<file path="src/rtl/alu_issue.sv">
// Issue/writeback controller for the combinational arithmetic unit: decodes RV32I
// OP/OP-IMM words, drives the ALU from a private register file and writes back rd.
module alu_issue #(
  parameter int DATA_WIDTH = 32
) (
  input  logic                  clk,
  input  logic                  rst,
  input  logic                  instr_valid,
  output logic                  instr_ready,
  input  logic [31:0]           instr,
  output logic [DATA_WIDTH-1:0] alu_lhs,
  output logic [DATA_WIDTH-1:0] alu_rhs,
  output logic [2:0]            alu_operation,
  output logic [6:0]            alu_metadata,
  input  logic [DATA_WIDTH-1:0] alu_result,
  input  logic                  alu_valid,
  output logic                  done_valid,
  output logic [4:0]            done_rd,
  output logic [DATA_WIDTH-1:0] done_value,
  output logic                  done_illegal,
  input  logic [4:0]            dbg_addr,
  output logic [DATA_WIDTH-1:0] dbg_data
);

  localparam int SHW = $clog2(DATA_WIDTH);
  localparam logic [DATA_WIDTH-1:0] SHMASK = {{(DATA_WIDTH-SHW){1'b0}}, {SHW{1'b1}}};
  localparam logic [6:0] OPC_OP     = 7'h33;
  localparam logic [6:0] OPC_OP_IMM = 7'h13;

  typedef enum logic [1:0] {IDLE, DECODE, EXECUTE, WRITEBACK} state_t;

  state_t                state;
  logic [31:0]           instr_q;
  logic                  illegal;
  logic [DATA_WIDTH-1:0] regs [32];

  logic [6:0]            opcode;
  logic [4:0]            rd, rs1, rs2;
  logic [2:0]            funct3;
  logic [6:0]            funct7;
  logic                  is_shift;
  logic                  dec_legal;
  logic [DATA_WIDTH-1:0] dec_rhs;
  logic [6:0]            dec_meta;
  logic                  exec_bad;

  assign opcode   = instr_q[6:0];
  assign rd       = instr_q[11:7];
  assign funct3   = instr_q[14:12];
  assign rs1      = instr_q[19:15];
  assign rs2      = instr_q[24:20];
  assign funct7   = instr_q[31:25];
  assign is_shift = (funct3 == 3'd1) || (funct3 == 3'd5);
  assign exec_bad = illegal || !alu_valid;

  always_comb begin
    dec_legal = 1'b1;
    dec_rhs   = '0;
    dec_meta  = '0;
    if (opcode == OPC_OP) begin
      dec_rhs  = regs[rs2];
      dec_meta = funct7;
    end else if (opcode == OPC_OP_IMM) begin
      if (is_shift) begin
        dec_rhs  = {{(DATA_WIDTH-5){1'b0}}, rs2};
        dec_meta = funct7;
      end else begin
        dec_rhs  = {{(DATA_WIDTH-12){instr_q[31]}}, instr_q[31:20]};
      end
    end else begin
      dec_legal = 1'b0;
    end
    // Shift amounts only ever use the low log2(width) bits, in both formats.
    if (is_shift) dec_rhs = dec_rhs & SHMASK;
  end

  always_ff @(posedge clk) begin
    if (!rst) begin
      state         <= IDLE;
      instr_q       <= '0;
      illegal       <= 1'b0;
      alu_lhs       <= '0;
      alu_rhs       <= '0;
      alu_operation <= '0;
      alu_metadata  <= '0;
      done_valid    <= 1'b0;
      done_rd       <= '0;
      done_value    <= '0;
      done_illegal  <= 1'b0;
      for (int unsigned i = 0; i < 32; i++) regs[i] <= '0;
    end else begin
      case (state)
        IDLE: begin
          if (instr_valid) begin
            instr_q <= instr;
            illegal <= 1'b0;
            state   <= DECODE;
          end
        end
        DECODE: begin
          if (dec_legal) begin
            alu_lhs       <= regs[rs1];
            alu_rhs       <= dec_rhs;
            alu_operation <= funct3;
            alu_metadata  <= dec_meta;
          end else begin
            illegal <= 1'b1;
          end
          state <= EXECUTE;
        end
        EXECUTE: begin
          illegal      <= exec_bad;
          done_valid   <= 1'b1;
          done_rd      <= rd;
          done_illegal <= exec_bad;
          done_value   <= exec_bad ? '0 : alu_result;
          state        <= WRITEBACK;
        end
        WRITEBACK: begin
          done_valid <= 1'b0;
          if (!illegal && done_rd != 5'd0) regs[done_rd] <= done_value;
          state <= IDLE;
        end
        default: state <= IDLE;
      endcase
    end
  end

  assign instr_ready = (state == IDLE);
  assign dbg_data    = (dbg_addr == 5'd0) ? '0 : regs[dbg_addr];

endmodule

</file>
<file path="config.mk">
export PLATFORM = sky130hd
export DESIGN_NAME = alu_issue
export DESIGN_NICKNAME = d
export VERILOG_FILES = /design/src/rtl/alu_issue.sv
export SDC_FILE = /design/constraint.sdc
export NUM_CORES = 2
export LEC_CHECK = 0
export CAP_MARGIN = 20
export CORE_ASPECT_RATIO = 1.2
export CORE_MARGIN = 2
export CORE_UTILIZATION = 56
export CTS_BUF_LIST = sky130_fd_sc_hd__clkbuf_16
export DETAILED_ROUTE_END_ITERATION = 16
export PLACE_DENSITY = 0.77
export SLEW_MARGIN = 10
export SYNTH_ARGS = -nofsm -noshare
export SYNTH_HDL_FRONTEND = slang
export SYNTH_SLANG_ARGS = --single-unit
</file>
<file path="constraint.sdc">
create_clock -name clk -period 4.04 [get_ports clk]
set_input_delay 0.404 -clock clk [delete_from_list [all_inputs] [get_ports clk]]
set_output_delay 0.404 -clock clk [all_outputs]
set_load 0.03 [all_outputs]
</file>
# == Word-level counts from Yosys, hierarchy flattened ==
# Memory sizes are Yosys's and may differ from the RTL's. A register that Yosys moved wholly into a read port is not among the register bits.
# Cells that the tools add are included.
# Widths: inputs -> output; s select.
# totals
memories,1
output_inout_bits,146
mem_bits_rw,1024
reg_bits,116
in_bits,73
# mem_list
memory,words,width,read_ports,rd_ports_with_merged_regs,write_ports,line,rtl
regs,32,32,3,2,32,35,logic [DATA_WIDTH-1:0] regs [32];
# classes
eq_ne,9
muxes,27
reduce_logical,15
# ops
operator,count
$mux 32,7
$reduce_or 32->1,1
$mux 7,3
$mux 5,3
$mux 1,10
$pmux 2 s4,1
$eq 7x5->1 const B,1
$eq 7x6->1 const B,1
$logic_not 5->1,1
$reduce_bool 5->1,1
$eq 2x2->1 const B,2
$ne 2x2->1 const B,2
$reduce_and 2->1,2
$eq 3x1->1 const B,1
$eq 3x3->1 const B,1
$logic_not 1->1,3
$pmux 1 s3,1
$reduce_and 3->1,1
$reduce_bool 3->1,1
$eq 2x1->1 const B,1
$logic_not 2->1,1
$logic_or 1x1->1,2
$mux 2,1
$pmux 1 s2,1
2 further kinds,2

# == Depth between registers and ports, before layout ==
# depth
word_depth,8
depth_mapped,10

# == Worst setup path before layout ==
# Ideal clock, no wire load.
# synth_timing
path_type,register to register
start,register done_rd[1]
end,"memory regs[18][0], enable pin"
synth_period_minus_slack_ns,4.025
arrival_time_ns,3.559
path_slack_ns,0.015
n_path_buf,1
stages_incl_launch_ff,5
required_ns,3.574
path_cell_list,dfxtp_1 > nand2b_1 > or2_2 > clkbuf_1 > o21ai_0
# synth_rtl
item,line,rtl
"start, declared",18,"output logic [4:0] done_rd,"
"start signal, assigned",114,done_rd <= rd;
"end, declared",35,

==> metrics.csv <==
stage,metric,value,unit
layout,multi_input_area,31600,µm²
placement,port_buffers,218,
detailed_routing,drt_first_pass_iters,6,
synthesis,synth_edf_count,1024,
run,drv_cap,0,
hold_path,hp-class,in -> reg,
detailed_routing,wire_per_inst,40.1,µm
hold_path,holdPathEnd,instr_q[16]$_SDFFE_PN0P_,
timing,max_freq,278,MHz
setup_path,crit_buf_inv,2,
clocking,h-tree-depth,3,
timing,fin_crit_sh,89.0,%
die,fp.dieW,320,µm
timing,max_slew_margin,17.8,%
outcome,outcome,"finished, final reports clean",
global_route,grt_pass1_wl,348000,µm
setup_path,critPathLaunchType,flop,
clocking,clk_path_buf_depth,3,
die,start_util,56.6,%
synthesis,ys_warn_count,0,
detailed_routing,first_iter_violations,9097,
layout,layout-drive-gt1-share,28.8,%
synthesis,ys_seq_area_share,50.5,%
synthesis,synth_area_per_cell,15.0,µm²
placement,gp_congestion,0.938,
setup_path,rr_endpoint,alu_rhs[8]$_SDFFE_PN0P_,
synthesis,synth_xor_area_share,0,%
layout,area.sequential,33800,µm²
detailed_routing,vias,48200,
power_and_ir_drop,p_leak,25.5,nW
detailed_routing,finalWirelength,250000,µm
global_route,antenna_found_initial,22,
timing,finalHoldViolCount,0,
synthesis,synthFlopType,edfxtp_1,
clocking,cts_root_buf,clkbuf_16,
synthesis,synthArstFlopShare,0,%
layout,area_growth,13.3,%
setup_path,cp_slowest_cell,clkdlybuf4s50_1,
timing,rsz0062_at_grt,false,
timing,setup_viol,0,
synthesis,syn_inst,4474,
setup_path,worst-setup-path-type,reg -> out,
synthesis,synth_top_family_by_area,multiplexers,
clocking,post_cts_resized,0,
clocking,cts_tree,built,
die,ios,219,
timing,final_max_slew_viol_count,0,
setup_path,cp_top_family,multiplexers,
placement,hpwl,149000,µm
detailed_routing,drc,0,
setup_path,r2r_start,state[1]$_SDFFE_PN0P_,
synthesis,ys_types,49,
setup_path,endpoint_kind,primary output,
detailed_routing,drtAntennaViolNets,0,
clocking,insertion_delay,0.78,ns
clocking,cts_hold_buf,0,
hold_path,min-delay-start,instr[16],
synthesis,syn-cell-area,66900,µm²
power_and_ir_drop,p_per_area,451,nW/µm²
detailed_routing,vias_per_cell,7.74,
timing,finalSetupTns,0,ns
synthesis,ys_ff_latch,1177,
clocking,cts_sinks,1177,
global_route,grt_max_degree,104,
setup_path,path_common_cell,mux4_2,
synthesis,synth_fa_ha_area_share,0.0748,%
setup_path,reg2reg_slack,0.71,ns
die,rows,138,
clocking,post-cts-setup-buffer-count,0,
timing,fin_ws,0.443,ns
layout,fin_nets,4631,
die,die_area,122000,µm²
layout,layout_common_cells,"edfxtp_1 (1,024), and2_1 (994), mux4_2 (839), clkdlybuf4s50_1 (186), buf_4 (176)",
setup_path,required,3.64,ns
synthesis,synth.area.mux_share,30.0,%
global_route,grt_usage,40.9,%
setup_path,worstPathArrival,3.19,ns
setup_path,worst_r2r_path_depth,8,
setup_path,cp_slowest_stage_delay,0.63,ns
global_route,grt_pass1_vias,47100,
placement,dp_slack,0.523,ns
timing,worst_pin_slew,1.23,ns
layout,fill_cells,8143,
timing,fin_skew,0.0358,ns
hold_path,hold_depth,3,
timing,period_needed,3.60,ns
setup_path,crit_fanout,3,
layout,layout_commonest_cell,edfxtp_1,
synthesis,yosys.area_share.simple,12.0,%
synthesis,synth-compound-area-share,3.96,%
die,die_y,383,µm
clocking,numCtsBuffers,115,
power_and_ir_drop,peakVddDrop,405,µV
clocking,path_clk_slew,0.07,ns
die,core,118000,µm²
setup_path,crit_chain,"mux4_2, mux4_2, nand2_1, o21ai_0, buf_4, clkdlybuf4s50_1",
global_route,gr-total-overflow,0,
-- cell usage after synthesis, drive strengths merged, types with 3 or more instances --
cell type / count / area, µm²
nand3b: 11 / 82.6
or3b: 5 / 43.8
and2: 994 / 6220
a32oi: 5 / 43.8
o22ai: 114 / 713
or4: 14 / 105
a22oi: 7 / 52.6
or3: 3 / 18.8
ha: 4 / 50.1
nor2b: 10 / 62.6
o221ai: 21 / 184
nand2b: 47 / 294
buf: 140 / 771
or2: 4 / 25.0
o21ai: 75 / 375
clkbuf: 355 / 1330
inv: 38 / 143
a21oi: 97 / 485
mux2i: 120 / 1200
a2111oi: 4 / 35.0
o31ai: 5 / 37.5
a211o: 5 / 43.8
a22o: 45 / 394
mux4: 839 / 18900
dfxtp: 153 / 3060
nor2: 91 / 342
a211oi: 25 / 188
nand3: 20 / 100
nor3: 38 / 190
nand2: 142 / 533
o211ai: 5 / 37.5
edfxtp: 1024 / 30700
-- sequential cells by signal (all words and copies together), names as in the netlist, 3 cells and up, named ones only --
signal         flops
instr_q           32
done_rd            5
regs            1024
alu_lhs           32
done_value        32
alu_operation      3
alu_metadata       7
alu_rhs           32
-- worst max-delay path by stage --
stage	from	end	cells past startpoint
6_report	regs[23][22]$_SDFFCE_PN0P_	dbg_data[22]	6
5_1_grt	dbg_addr[0]	dbg_data[16]	8
4_1_cts	regs[3][7]$_SDFFCE_PN0P_	dbg_data[7]	5
3_5_place_dp	dbg_addr[0]	dbg_data[16]	8
3_3_place_gp	dbg_addr[0]	dbg_data[16]	8
2_1_floorplan	done_rd[1]$_SDFFE_PN0P_	regs[18][0]$_SDFFCE_PN0P_	4
-- tightest hold or removal path: cells and delay by family --
kind	cells	cell delay, ns
buffers and inverters	1	0.40
and+or+nand+nor	1	0.05
AOI/OAI and AO/OA	1	0.05
-- report_power, final --
group,internal (mW),total (mW),switching (mW)
combinational,3.72,8.40,4.68
sequential,13.7,14.7,0.942
clock,6.10,11.1,5.04
-- stage by stage --
step                      hold WS (ns)  util, %  total power, mW  cells  cell area [µm²]
after floorplan                  0.431        -             20.1   4505            67000
after global placement           0.439     60.8             22.9   5976            71900
after detailed placement         0.449     60.8             23.0   5976            71900
after CTS                        0.169     64.0             33.9   6195            75700
after global routing             0.200     64.1             34.8   6200            75800
final                            0.198     64.1             34.2   6232            75800
-- area by class of cell --
class                   instances  area share [%]
flip-flops and latches       1177            44.6
repair buffers                427            5.88
well taps                    1540            2.54
clock buffers                 115            3.79
clock inverters               104            1.22
multi-input cells            2795            41.6
inverters                      38           0.195
diodes                         36           0.119
-- kinds of logic (layout without fill, tap and decap cells) --
family / Yosys count / after routing
simple gates: 1385 / 1385
buf+inv: 533 / 684
flops: 1177 / 1177
other cells: 1 / 68
mux: 959 / 959
fa+ha+maj: 4 / 4
compound gates: 415 / 415
-- metal layers --
layer | wire (µm) | up-vias | GRT usage (%)
met5 | 59 | - | 0
met1 | 74400 | 24000 | 49.0
met3 | 40700 | 1352 | 14.6
met4 | 23300 | 10 | 31.9
met2 | 112000 | 5131 | 60.6
li1 | - | 17800 | -
Note: power is estimated with default switching activity, not from simulation.
